<file path="src/rtl/pipereg_pkg.sv">
// Shared pipeline-register types: FSM states, control-field positions, default widths
// and saturating-increment helpers used by the elastic stage and the hazard unit.
package pipereg_pkg;

  localparam int DEF_WORD_W    = 32;
  localparam int DEF_NUM_WORDS = 2;
  localparam int DEF_RD_W      = 5;
  localparam int DEF_CTRL_W    = 3;

  localparam int CTRL_REG_WRITE     = 0;
  localparam int CTRL_MEM_TO_REG_LO = 1;
  localparam int CTRL_MEM_TO_REG_HI = 2;

  typedef enum logic [1:0] {
    ST_EMPTY = 2'b00,
    ST_ONE   = 2'b01,
    ST_TWO   = 2'b10
  } state_e;

  function automatic logic reg_write_of(input logic [DEF_CTRL_W-1:0] ctrl);
    return ctrl[CTRL_REG_WRITE];
  endfunction

  function automatic logic [1:0] mem_to_reg_of(input logic [DEF_CTRL_W-1:0] ctrl);
    return ctrl[CTRL_MEM_TO_REG_HI:CTRL_MEM_TO_REG_LO];
  endfunction

  function automatic logic [31:0] sat_inc32(input logic [31:0] v);
    return (v == 32'hFFFF_FFFF) ? v : v + 32'd1;
  endfunction

  function automatic logic [15:0] sat_inc16(input logic [15:0] v);
    return (v == 16'hFFFF) ? v : v + 16'd1;
  endfunction

endpackage

</file>
<file path="src/rtl/pipereg_elastic_stage_if.sv">
// Valid/ready payload bundle between two pipeline stages; master drives the entry,
// slave returns ready.
interface pipereg_elastic_stage_if
  import pipereg_pkg::*;
#(
  parameter int WORD_W    = DEF_WORD_W,
  parameter int NUM_WORDS = DEF_NUM_WORDS,
  parameter int RD_W      = DEF_RD_W,
  parameter int CTRL_W    = DEF_CTRL_W
) ();

  logic                        valid;
  logic                        ready;
  logic [NUM_WORDS*WORD_W-1:0] words;
  logic [RD_W-1:0]             rd;
  logic [CTRL_W-1:0]           ctrl;

  modport master (output valid, output words, output rd, output ctrl, input ready);
  modport slave  (input valid, input words, input rd, input ctrl, output ready);

endinterface

</file>
<file path="src/rtl/pipereg_entry.sv">
// One payload slot of the elastic stage (words, rd, ctrl); clear wins over load so a
// freed slot always reads back as an all-zero bubble.
module pipereg_entry
  import pipereg_pkg::*;
#(
  parameter int WORD_W    = DEF_WORD_W,
  parameter int NUM_WORDS = DEF_NUM_WORDS,
  parameter int RD_W      = DEF_RD_W,
  parameter int CTRL_W    = DEF_CTRL_W
) (
  input  logic                        clk_i,
  input  logic                        reset_i,
  input  logic                        clear_i,
  input  logic                        load_i,
  input  logic [NUM_WORDS*WORD_W-1:0] words_i,
  input  logic [RD_W-1:0]             rd_i,
  input  logic [CTRL_W-1:0]           ctrl_i,
  output logic [NUM_WORDS*WORD_W-1:0] words_o,
  output logic [RD_W-1:0]             rd_o,
  output logic [CTRL_W-1:0]           ctrl_o
);

  // Payload storage with reset/clear to zero and load-enable
  always_ff @(posedge clk_i) begin
    if (reset_i || clear_i) begin
      words_o <= '0;
      rd_o    <= '0;
      ctrl_o  <= '0;
    end else if (load_i) begin
      words_o <= words_i;
      rd_o    <= rd_i;
      ctrl_o  <= ctrl_i;
    end else begin
      words_o <= words_o;
      rd_o    <= rd_o;
      ctrl_o  <= ctrl_o;
    end
  end

endmodule

</file>
<file path="src/rtl/pipereg_elastic_stage.sv">
// Elastic two-entry pipeline stage (MAIN + SKID) with registered ready, flush and bubble zeroing.
// Optional perf counters are built when PIPEREG_PERF_EN is defined.
module pipereg_elastic_stage
  import pipereg_pkg::*;
#(
  parameter int WORD_W    = DEF_WORD_W,
  parameter int NUM_WORDS = DEF_NUM_WORDS,
  parameter int RD_W      = DEF_RD_W,
  parameter int CTRL_W    = DEF_CTRL_W
) (
  input  logic                     clk_i,
  input  logic                     reset_i,
  input  logic                     flush_i,
  pipereg_elastic_stage_if.slave   up,
  pipereg_elastic_stage_if.master  dn,
  output logic [31:0]              stall_cnt_o,
  output logic [15:0]              flush_cnt_o
);

  localparam int DATA_W = NUM_WORDS * WORD_W;

  state_e state_r;
  state_e state_nxt_s;
  logic   ready_r;
  logic   valid_r;
  logic   in_fire_s;
  logic   out_fire_s;
  logic   main_load_s;
  logic   main_clr_s;
  logic   main_sel_skid_s;
  logic   skid_load_s;
  logic   skid_clr_s;

  logic [DATA_W-1:0] main_words_d_s;
  logic [RD_W-1:0]   main_rd_d_s;
  logic [CTRL_W-1:0] main_ctrl_d_s;
  logic [DATA_W-1:0] skid_words_s;
  logic [RD_W-1:0]   skid_rd_s;
  logic [CTRL_W-1:0] skid_ctrl_s;

  assign in_fire_s  = up.valid & ready_r;
  assign out_fire_s = valid_r & dn.ready;
  assign up.ready   = ready_r;
  assign dn.valid   = valid_r;

  // Next-state and entry load/clear decode; flush discards everything held plus the input
  always_comb begin
    state_nxt_s     = state_r;
    main_load_s     = 1'b0;
    main_clr_s      = 1'b0;
    main_sel_skid_s = 1'b0;
    skid_load_s     = 1'b0;
    skid_clr_s      = 1'b0;
    if (flush_i) begin
      state_nxt_s = ST_EMPTY;
      main_clr_s  = 1'b1;
      skid_clr_s  = 1'b1;
    end else begin
      case (state_r)
        ST_EMPTY: begin
          if (in_fire_s) begin
            main_load_s = 1'b1;
            state_nxt_s = ST_ONE;
          end else begin
            state_nxt_s = ST_EMPTY;
          end
        end
        ST_ONE: begin
          if (in_fire_s && out_fire_s) begin
            main_load_s = 1'b1;
            state_nxt_s = ST_ONE;
          end else if (in_fire_s) begin
            skid_load_s = 1'b1;
            state_nxt_s = ST_TWO;
          end else if (out_fire_s) begin
            main_clr_s  = 1'b1;
            state_nxt_s = ST_EMPTY;
          end else begin
            state_nxt_s = ST_ONE;
          end
        end
        ST_TWO: begin
          // ready_o is low here, so only the head can move
          if (out_fire_s) begin
            main_load_s     = 1'b1;
            main_sel_skid_s = 1'b1;
            skid_clr_s      = 1'b1;
            state_nxt_s     = ST_ONE;
          end else begin
            state_nxt_s = ST_TWO;
          end
        end
        default: begin
          state_nxt_s = ST_EMPTY;
          main_clr_s  = 1'b1;
          skid_clr_s  = 1'b1;
        end
      endcase
    end
  end

  // MAIN refills either from the skid slot or straight from upstream
  always_comb begin
    main_words_d_s = up.words;
    main_rd_d_s    = up.rd;
    main_ctrl_d_s  = up.ctrl;
    if (main_sel_skid_s) begin
      main_words_d_s = skid_words_s;
      main_rd_d_s    = skid_rd_s;
      main_ctrl_d_s  = skid_ctrl_s;
    end else begin
      main_words_d_s = up.words;
      main_rd_d_s    = up.rd;
      main_ctrl_d_s  = up.ctrl;
    end
  end

  // State register plus registered ready/valid derived from the next state
  always_ff @(posedge clk_i) begin
    if (reset_i) begin
      state_r <= ST_EMPTY;
      ready_r <= 1'b1;
      valid_r <= 1'b0;
    end else begin
      state_r <= state_nxt_s;
      ready_r <= (state_nxt_s != ST_TWO);
      valid_r <= (state_nxt_s != ST_EMPTY);
    end
  end

  pipereg_entry #(
    .WORD_W(WORD_W), .NUM_WORDS(NUM_WORDS), .RD_W(RD_W), .CTRL_W(CTRL_W)
  ) u_main (
    .clk_i   (clk_i),
    .reset_i (reset_i),
    .clear_i (main_clr_s),
    .load_i  (main_load_s),
    .words_i (main_words_d_s),
    .rd_i    (main_rd_d_s),
    .ctrl_i  (main_ctrl_d_s),
    .words_o (dn.words),
    .rd_o    (dn.rd),
    .ctrl_o  (dn.ctrl)
  );

  pipereg_entry #(
    .WORD_W(WORD_W), .NUM_WORDS(NUM_WORDS), .RD_W(RD_W), .CTRL_W(CTRL_W)
  ) u_skid (
    .clk_i   (clk_i),
    .reset_i (reset_i),
    .clear_i (skid_clr_s),
    .load_i  (skid_load_s),
    .words_i (up.words),
    .rd_i    (up.rd),
    .ctrl_i  (up.ctrl),
    .words_o (skid_words_s),
    .rd_o    (skid_rd_s),
    .ctrl_o  (skid_ctrl_s)
  );

`ifdef PIPEREG_PERF_EN
  logic [31:0] stall_cnt_r;
  logic [15:0] flush_cnt_r;

  // Saturating perf counters, cleared only by reset
  always_ff @(posedge clk_i) begin
    if (reset_i) begin
      stall_cnt_r <= 32'd0;
      flush_cnt_r <= 16'd0;
    end else begin
      if (valid_r && !dn.ready) begin
        stall_cnt_r <= sat_inc32(stall_cnt_r);
      end else begin
        stall_cnt_r <= stall_cnt_r;
      end
      if (flush_i && (state_r != ST_EMPTY)) begin
        flush_cnt_r <= sat_inc16(flush_cnt_r);
      end else begin
        flush_cnt_r <= flush_cnt_r;
      end
    end
  end

  assign stall_cnt_o = stall_cnt_r;
  assign flush_cnt_o = flush_cnt_r;
`else
  assign stall_cnt_o = 32'd0;
  assign flush_cnt_o = 16'd0;
`endif

endmodule

</file>
<file path="src/flat_wrapper.sv">
// flat-port wrapper written by rule: the top's interface ports become plain ports
module pipereg_elastic_stage_flat import pipereg_pkg::*;
#(
  parameter int WORD_W    = DEF_WORD_W,
  parameter int NUM_WORDS = DEF_NUM_WORDS,
  parameter int RD_W      = DEF_RD_W,
  parameter int CTRL_W    = DEF_CTRL_W
)
  (clk_i, reset_i, flush_i, stall_cnt_o, flush_cnt_o, up_valid, up_words, up_rd, up_ctrl, up_ready, dn_valid, dn_words, dn_rd, dn_ctrl, dn_ready);
  pipereg_elastic_stage_if #(.WORD_W(WORD_W), .NUM_WORDS(NUM_WORDS), .RD_W(RD_W), .CTRL_W(CTRL_W)) up_i ();
  pipereg_elastic_stage_if #(.WORD_W(WORD_W), .NUM_WORDS(NUM_WORDS), .RD_W(RD_W), .CTRL_W(CTRL_W)) dn_i ();
  input  logic clk_i;
  input  logic reset_i;
  input  logic flush_i;
  output logic [31:0] stall_cnt_o;
  output logic [15:0] flush_cnt_o;
  input wire logic [$bits(up_i.valid)-1:0] up_valid;
  input wire logic [$bits(up_i.words)-1:0] up_words;
  input wire logic [$bits(up_i.rd)-1:0] up_rd;
  input wire logic [$bits(up_i.ctrl)-1:0] up_ctrl;
  output wire logic [$bits(up_i.ready)-1:0] up_ready;
  output wire logic [$bits(dn_i.valid)-1:0] dn_valid;
  output wire logic [$bits(dn_i.words)-1:0] dn_words;
  output wire logic [$bits(dn_i.rd)-1:0] dn_rd;
  output wire logic [$bits(dn_i.ctrl)-1:0] dn_ctrl;
  input wire logic [$bits(dn_i.ready)-1:0] dn_ready;
  assign up_i.valid = up_valid;
  assign up_i.words = up_words;
  assign up_i.rd = up_rd;
  assign up_i.ctrl = up_ctrl;
  assign up_ready = up_i.ready;
  assign dn_valid = dn_i.valid;
  assign dn_words = dn_i.words;
  assign dn_rd = dn_i.rd;
  assign dn_ctrl = dn_i.ctrl;
  assign dn_i.ready = dn_ready;
  pipereg_elastic_stage #(.WORD_W(WORD_W), .NUM_WORDS(NUM_WORDS), .RD_W(RD_W), .CTRL_W(CTRL_W)) u_core (.clk_i(clk_i), .reset_i(reset_i), .flush_i(flush_i), .up(up_i), .dn(dn_i), .stall_cnt_o(stall_cnt_o), .flush_cnt_o(flush_cnt_o));
endmodule
</file>
<file path="config.mk">
export PLATFORM = sky130hd
export DESIGN_NAME = pipereg_elastic_stage_flat
export DESIGN_NICKNAME = d
export VERILOG_FILES = /design/src/rtl/pipereg_pkg.sv /design/src/rtl/pipereg_elastic_stage_if.sv /design/src/rtl/pipereg_entry.sv /design/src/rtl/pipereg_elastic_stage.sv /design/src/flat_wrapper.sv
export SDC_FILE = /design/constraint.sdc
export NUM_CORES = 1
export LEC_CHECK = 0
export CAP_MARGIN = 20
export CORE_MARGIN = 5
export CORE_UTILIZATION = 40
export CTS_CLUSTER_DIAMETER = 200
export CTS_CLUSTER_SIZE = 12
export DETAILED_ROUTE_END_ITERATION = 16
export GPL_ROUTABILITY_DRIVEN = 0
export HOLD_SLACK_MARGIN = 0.15
export PLACE_DENSITY = 0.67
export SYNTH_ARGS = -nofsm -noshare
export SYNTH_HDL_FRONTEND = slang
export SYNTH_HIERARCHICAL = 1
export SYNTH_SLANG_ARGS = --single-unit
</file>
<file path="constraint.sdc">
create_clock -name clk_i -period 4 [get_ports clk_i]
set_input_delay 1.2 -clock clk_i [delete_from_list [all_inputs] [get_ports clk_i]]
set_output_delay 1.2 -clock clk_i [all_outputs]
set_load 0.1 [all_outputs]
</file>
; Yosys cells after proc, flatten, opt, wreduce, memory -nomap -nowiden
; Cells that the tools add are included.
; Widths: inputs -> output; s select.
[word_totals]
latchBits = 0
reg_bits = 148
inputBits = 77
mem_bits_rw = 0
n_memories = 0
out_inout_bits = 122
elab_cells = 47
mem_bits_ro = 0
[op_classes]
n_shift = 0
n_addsub = 0
eq_ne = 3
n_div = 0
bitwise_logic = 2
n_mux = 26
n_reduce_logical = 7
n_mul = 0
magnitude_cmp = 0
[op_table]
columns = op, n
row1 = $mux 64, 1
row2 = $mux 1, 15
row3 = $mux 2, 4
row4 = $pmux 2 s3, 1
row5 = $mux 5, 1
row6 = $pmux 1 s2, 2
row7 = $reduce_or 2->1, 2
row8 = $mux 3, 1
row9 = $pmux 1 s3, 1
row10 = $and 1x1->1, 2
row11 = $eq 2x1->1 const B, 1
row12 = $eq 2x2->1 const B, 1
row13 = $logic_not 2->1, 1
row14 = $logic_or 1x1->1, 2
row15 = $ne 2x2->1 const B, 1
row16 = $reduce_bool 2->1, 1
row17 = $logic_and 1x1->1, 1

; Logic depth before layout (Yosys ltp)
; Gate-level depths: netlist of the first run.
[depth]
ltp_word = 7
ltp_mapped = 7
ltp_nobuf = 5

; By module
; The synthesis of the first run kept the hierarchy.
[modules_own_cells]
columns = mod, area_per_inst_um2, cells_per_inst, seq_area_each_um2, instances
row1 = pipereg_entry, 2645.0, 233, 1441.4, 2
row2 = pipereg_elastic_stage, 1859.3, 158, 80.1, 1

; Worst setup path after synthesis of the first run
; No wires, ideal clock.
[synth_path]
path_kind = input to register
from = input port up_valid
to = register u_core.u_main.ctrl_o[0]
arrival_ps = 2497
required_time_ps = 3882
n_path_buf = 2
slack_ps = 1385
setup_ps = 118
cell_stages = 7
path_cell_list = nand2_1 -> or3_2 -> a21oi_1 -> buf_6 -> buf_8 -> mux2i_1 -> nor2_1
[synth_between]
elab_cells_between_ends = 11
classes_between = mux (8) / bitwise (1) / reduce/logical (2)
[synth_lines]
columns = element, line
row1 = start: declaration, flat_wrapper.sv:17  ; input wire logic [$bits(up_i.valid)-1:0] up_valid;
row2 = $and 1x1->1 *, pipereg_elastic_stage.sv:41  ; assign in_fire_s = up.valid & ready_r;
row3 = $logic_and 1x1->1, pipereg_elastic_stage.sv:69  ; if (in_fire_s && out_fire_s) begin
row4 = $mux 1, pipereg_elastic_stage.sv:69
row5 = $pmux 1 s3 *, pipereg_elastic_stage.sv:59  ; case (state_r)
row6 = $mux 1 *, pipereg_elastic_stage.sv:54  ; if (flush_i) begin
row7 = via u_core.main_load_s, pipereg_elastic_stage.sv:28  ; logic main_load_s;
row8 = end signal: assignment, pipereg_entry.sv:32  ; ctrl_o <= ctrl_i;
row9 = end signal: assignment, pipereg_entry.sv:36  ; ctrl_o <= ctrl_o;
row10 = end: declaration, pipereg_entry.sv:20  ; output logic [CTRL_W-1:0] ctrl_o
; Mark *: on every way through the listed nets, which the timed path passes. The rest lies on a longest branch.
; A chain may end at the register's enable or synchronous reset.

; Worst setup path after layout of the first run
[layout_path]
from = register u_core.u_main.words_o[14]
to = output port dn_words[14]
[layout_lines]
columns = element, line
row1 = start: declaration, pipereg_entry.sv:18  ; output logic [NUM_WORDS*WORD_W-1:0] words_o,
row2 = start signal: assignment, pipereg_entry.sv:30  ; words_o <= words_i;
row3 = start signal: assignment, pipereg_entry.sv:34  ; words_o <= words_o;
row4 = end: declaration, flat_wrapper.sv:23  ; output wire logic [$bits(dn_i.words)-1:0] dn_words;
; No word-level cell between the ends.

==> results of run 1 <==
## final timing paths
kind / end / slack (ns) / depth (start not counted) / startpoint
worst max-delay path: dn_words[14] / 0.87 / 1 / u_core/u_main/words_o[14]
worst min-delay path: u_core/u_skid/words_o[56] / 0.49 / 2 / u_core/u_skid/words_o[56]
worst max register to register: u_core/u_skid/words_o[25] / 1.82 / 5 / u_core/state_r[0]
worst min register to register: u_core/u_skid/words_o[56] / 0.49 / 2 / u_core/u_skid/words_o[56]
## Yosys cell counts (all sizes together) (2+ instances only)
cell type,number,area (um^2)
dfxtp,148,2960
nor2,146,564
mux2i,144,1440
buf,89,930
mux2,72,1070
a21oi,3,15.0
and4b,2,21.3
nand2,2,7.51
o21ai,2,10.0
or2,2,12.5
or3,2,13.8
## sequential cells by signal, indices dropped and copies added (netlist names)
name,cells
u_core/u_skid/words_o,64
u_core/u_skid/rd_o,5
u_core/u_skid/ctrl_o,3
u_core/u_main/rd_o,5
u_core/dn.valid,1
u_core/up.ready,1
u_core/state_r,2
u_core/u_main/words_o,64
u_core/u_main/ctrl_o,3
## kinds of logic (layout without fill, tap and decap cells)
group | Yosys count | count (layout) | synth area share (%)
compound gates | 9 | 9 | 0.788
buf+inv | 90 | 191 | 13.1
flops | 148 | 148 | 41.4
mux | 216 | 216 | 35.2
other cells | 1 | 48 | 0.0525
simple gates | 160 | 160 | 9.49
## layer usage
layer / vias to the layer above / track usage (%) / part of all wire (%)
met5: - / 0 / 0
met4: 0 / 5.00 / 1.8
met3: 17 / 4.09 / 5.8
met2: 155 / 24.9 / 47
met1: 2272 / 18.7 / 45
li1: 2270 / - / -
## final cells by class
| cell class | count | area, um^2 | share of cell area, % |
|---|---|---|---|
| clock buffers | 23 | 468 | 5.27 |
| well taps | 225 | 282 | 3.17 |
| inverters | 1 | 3.75 | 0.0422 |
| multi-input cells | 433 | 3450 | 38.8 |
| repair buffers | 158 | 1620 | 18.2 |
| clock inverters | 9 | 104 | 1.17 |
| flip-flops and latches | 148 | 2960 | 33.3 |
## power by group
group	leakage (nW)	internal, W	switching [W]	total, W
sequential	1.20	0.00150	0.0000143	0.00151
clock	0.277	0.000948	0.000592	0.00154
combinational	1.82	0.000199	0.000444	0.000643
total	3.29	0.00264	0.00105	0.00369
## placed cells by master (no fill, tap or decap), types with 4 or more instances in the layout
cell type        count
clkbuf_1             4
buf_12               5
dfxtp_1            148
buf_4                5
clkdlybuf4s50_1    148
mux2_4              70
clkinv_2             4
nor2_1             145
mux2i_1            144
conb_1              48
clkbuf_16           17
## stage by stage
| step | worst slack, ns | hold WS (ns) | utilization (%) | cell area [um^2] |
|---|---|---|---|---|
| floorplan | 1.38 | 0.454 | - | 7330 |
| global placement | 0.585 | 0.469 | 47.7 | 8310 |
| detailed placement | 0.524 | 0.481 | 47.7 | 8310 |
| CTS | 0.834 | 0.497 | 51.0 | 8890 |
| global route | 0.812 | 0.518 | 51.0 | 8890 |
| finish | 0.870 | 0.494 | 51.0 | 8890 |
==> impl_results.md, run 1 <==
* Status: finished clean
* Overflow after GRT at 0
* Post_cts resized at 0
* MaxCap Viol Count at 0
* Max frequency at 0.319 GHz
* Share of layout cells above drive strength 1 at 15.3%
* EDFF count, synth at 0
* Setup TNS at 0 ns
* CP max-delay cell: clkdlybuf4s50_1
* Mapped cell area at 7150 um^2
* Worst Hold Class: reg -> reg
* Drt wl/cell at 15.6 um
* Post-Syn Instances at about 620
* CTS Buffer Depth at 2
* Root Driver: clkbuf_16
* DP HPWL at 10.4 mm
* IO Pins at 199
* N_diodes at 0
* Vias in the first global route at between 4000 and 5000
* Row cnt at 48
* Routed via count at 4714
* Port buffer count at 150
* CTS Hold Bufs at 0
* Seq/Total Area, Yosys at 41.4%
* Main flop type after synthesis: dfxtp_1
* RSZ-0062 raised after global routing: no
* Total core area at 17400 um^2
* Worst setup EP type: output pin
* Width of the die at 144 um
* Syn. warnings at 6
* Post-CTS setup buffers at 0
* Total die area at between 20000 and 25000 um^2
* Clk Latency, worst-skew pair at 0.41 ns
* CP Data Required Time at 2.80 ns
* Worst-Margin Slew at 0.993 ns
* H-tree depth at 4
* Cell variety after synth at 31
* Clock sinks at 148
* Max IR drop VDD at between 0.2 and 0.3 mV
* Slew Limit Fails at 0
* Number of fill cells at 1561
* Worst EP arrival at 1.93 ns
* DRT Pass-1 Iters at 4
* Syn avg cell area at 11.5 um^2
* Pin count of the biggest net entering global routing at 73
* Critical path, cell by cell: clkdlybuf4s50_1
* Post-synth ARST share at 0%
* Pwr dens at slightly above 400 nW/um^2
* Register clock-pin slew on the reported worst setup and hold paths at 0.06 ns
* All-layer global routing usage at 14.9%
* Initial Utilization at 41.0%
* CP max FO at 2
* Routed wire length at ~16 mm
* Final Hold Vio Count at 0
* DIE HEIGHT at 144 um
* Initial antenna violation count at 0
* Synthesis-to-layout area growth at 24.3%
* Pleak at 3.29 nW
* CP startpoint kind: register
* Non-Filler Instances at between 900 and 1000
* CP peak stage delay at ~1.2 ns
* Iter 0 DRT Violations at 135
* Normalized max-slew margin at 33.6%
* Worst path top cell family by delay: buffers and inverters
* Post-route DRC violation count at 0
* Final Cycle Share at 78.3%
* Critical path class: reg -> out
* TritonCTS clock tree: yes
* Avg Vias per Cell at 4.73
* Setup-failing EPs final at 0
* Max Clock Skew at 0.00750 ns
* Buf/Inv on CP at 1
* Placed Cells at 965
* Nets at 836
* Minimum period implied by the final worst setup slack at 3.13 ns
* #FFs+latches synth at 148
* Post-DRT Antenna Nets at 0
* Total Power at between 0.003 and 0.004 W
* Clock buffer count from CTS at 17
* First-pass GRT wire length at 24.5 mm
No activity file was read; power rests on OpenSTA's default activity.
==> run 2, diff against run 1 <==
==> constraint.sdc (replaced) <==
create_clock -name clk_i -period 2.9 [get_ports clk_i]
set_input_delay 0.87 -clock clk_i [delete_from_list [all_inputs] [get_ports clk_i]]
set_output_delay 0.87 -clock clk_i [all_outputs]
set_load 0.1 [all_outputs]
==> impl_results.md, run 2 (synthesis gave the netlist of run 1 again) <==
* Worst Hold Class: reg -> reg
* Width of the die at 144 um (unchanged)
* CP peak stage delay at 0.56 ns (-0.60 ns)
* Setup-failing EPs final at 0 (unchanged)
* Slew Limit Fails at 0 (unchanged)
* Vias in the first global route at 4901 (+2.0%)
* CP startpoint kind: input port
* DP HPWL at 10.8 mm (+3.7%)
* Final Hold Vio Count at 0 (unchanged)
* CTS Hold Bufs at 0 (unchanged)
* Row cnt at 48 (unchanged)
* Register clock-pin slew on the reported worst setup and hold paths at 0.06 ns (about the same)
* Worst EP arrival at 2.88 ns (+0.95 ns)
* DIE HEIGHT at 144 um (unchanged)
* Routed wire length at 15.7 mm (+1.3%)
* Dpl cell area at 8260 um^2 (-0.66%)
* Post-DRT Antenna Nets at 0 (unchanged)
* Iter 0 DRT Violations at 110 (-19%)
* Commonest non-fill, non-tap cell in the layout: dfxtp_1
* Setup WS pre-CTS at -0.0978 ns (-0.621 ns)
* Core Util, Final at 50.5% (-0.49 points)
* Share of layout cells above drive strength 1 at 26.0% (+11 points)
* Max frequency at 0.387 GHz
* Most frequent cells in the layout: 148 x dfxtp_1, 145 x nor2_1, 144 x mux2i_1
* MaxCap Viol Count at 0 (unchanged)
* Buf/Inv on CP at 2 (+1)
* Initial Utilization at 41.0% (unchanged)
* Minimum period implied by the final worst setup slack at 2.59 ns
* Critical path, cell by cell: clkdlybuf4s50_1 -> a21boi_0 -> or3_2 -> a21oi_4 -> buf_12 -> mux2i_1 -> nor2_1
* Max Clock Skew at 0.00651 ns (-0.000990 ns)
* All-layer global routing usage at 15.3% (+0.42 points)
* H-tree depth at 4 (unchanged)
* CP max FO at 28 (+26)
* CTS Buffer Depth at 2 (unchanged)
* Largest regs: u_core/u_main/words_o: 64 flops, u_core/u_skid/words_o: 64 flops
* Clock buffer count from CTS at 17 (unchanged)
* Critical path class: in -> reg
* Pwr dens at 565 nW/um^2 (+36%)
* Total die area at 20600 um^2 (unchanged)
* Avg Vias per Cell at 4.71 (-0.34%)
* Worst Hold Launch: u_core/u_skid/words_o[26]
* Clk Latency, worst-skew pair at 0.41 ns (about the same)
* TritonCTS clock tree: yes
* Initial antenna violation count at 1 (+1)
* CP max-delay cell: clkdlybuf4s50_1
* Total Power at 0.00497 W (+35%)
* CP Data Required Time at 3.20 ns (+0.40 ns)
* Root Driver: clkbuf_16
* Post-route DRC violation count at 0 (unchanged)
* Drt wl/cell at 15.6 um (+0.17%)
* RR Startpoint: u_core/state_r[0]
* Worst setup EP type: register
* Post-route cell area at 8800 um^2 (-0.96%)
* Worst path top cell family by delay: buffers and inverters
* Number of fill cells at 1602 (+2.6%)
* Status: finished clean
* CP startpoint: dn_ready
* Max IR drop VDD at 0.370 mV (+31%)
* Synthesis-to-layout area growth at 23.1%
* First-pass GRT wire length at 25.0 mm (+1.8%)
* Post_cts resized at 0 (unchanged)
* RSZ-0062 raised after global routing: no
* Post-CTS setup buffers at 0 (unchanged)
* Total core area at 17400 um^2 (unchanged)
* Clock sinks at 148 (unchanged)
* DRT Pass-1 Iters at 4 (unchanged)
* Routed via count at 4750 (+0.76%)
* Nets at 846 (+1.2%)
* Final Cycle Share at between 80 and 90%
* Overflow after GRT at 0 (unchanged)
* Setup slack after layout at 0.315 ns (-0.555 ns)
* IO Pins at 199 (unchanged)
* Pleak at 3.47 nW (+5.5%)
* Port buffer count at 150 (unchanged)
* Pin count of the biggest net entering global routing at 73 (unchanged)
## run 2: final cells by class
class                      instances  area [um^2]  area share [%]
clock inverter                    12         82.6           0.938
inverter                           1         3.75          0.0426
antenna                            1         2.50          0.0284
clock buffer                      20          457            5.19
tap                              225          282            3.20
multi-input combinational        433         3450            39.2
timing repair buffer             168         1560            17.8
sequential                       148         2960            33.7
## run 2: metrics by stage
stage / hold WS, ns / TNS, ns / cells
after floorplan: 0.454 / 0 / 671
after global placement: 0.472 / -2.14 / 975
after detailed placement: 0.485 / -5.28 / 975
after CTS: 0.500 / 0 / 1007
after global routing: 0.524 / 0 / 1008
final: 0.492 / 0 / 1008
## run 2: final timing paths
path	to	slack, ns	depth (start not counted)
worst max register to register	u_core/u_skid/words_o[9]	0.91	6
worst min-delay path	u_core/u_skid/words_o[26]	0.49	2
worst min register to register	u_core/u_skid/words_o[26]	0.49	2
worst max-delay path	u_core/u_main/words_o[41]	0.31	7
## run 2: worst reg2reg max path: cells and delay by family, from the launching register on
family          cells  cell delay, ns
flops               1            0.41
compound gates      1            0.25
buf+inv             2            0.60
simple gates        2            0.30
mux                 1            0.29
## run 2: power by group
| group | total (W) | internal (W) | switching (W) |
|---|---|---|---|
| Clock | 0.00200 | 0.00114 | 0.000865 |
| Sequential | 0.00208 | 0.00206 | 0.0000192 |
| Combinational | 0.000890 | 0.000274 | 0.000616 |
| Total | 0.00497 | 0.00347 | 0.00150 |
## run 2: per-layer routing
layer,global-route usage [%],vias up,wire length [um]
li1,-,2305,-
met1,18.4,2283,6690
met2,26.0,142,7760
met3,4.29,20,995
met4,6.00,0,257
met5,0,-,0
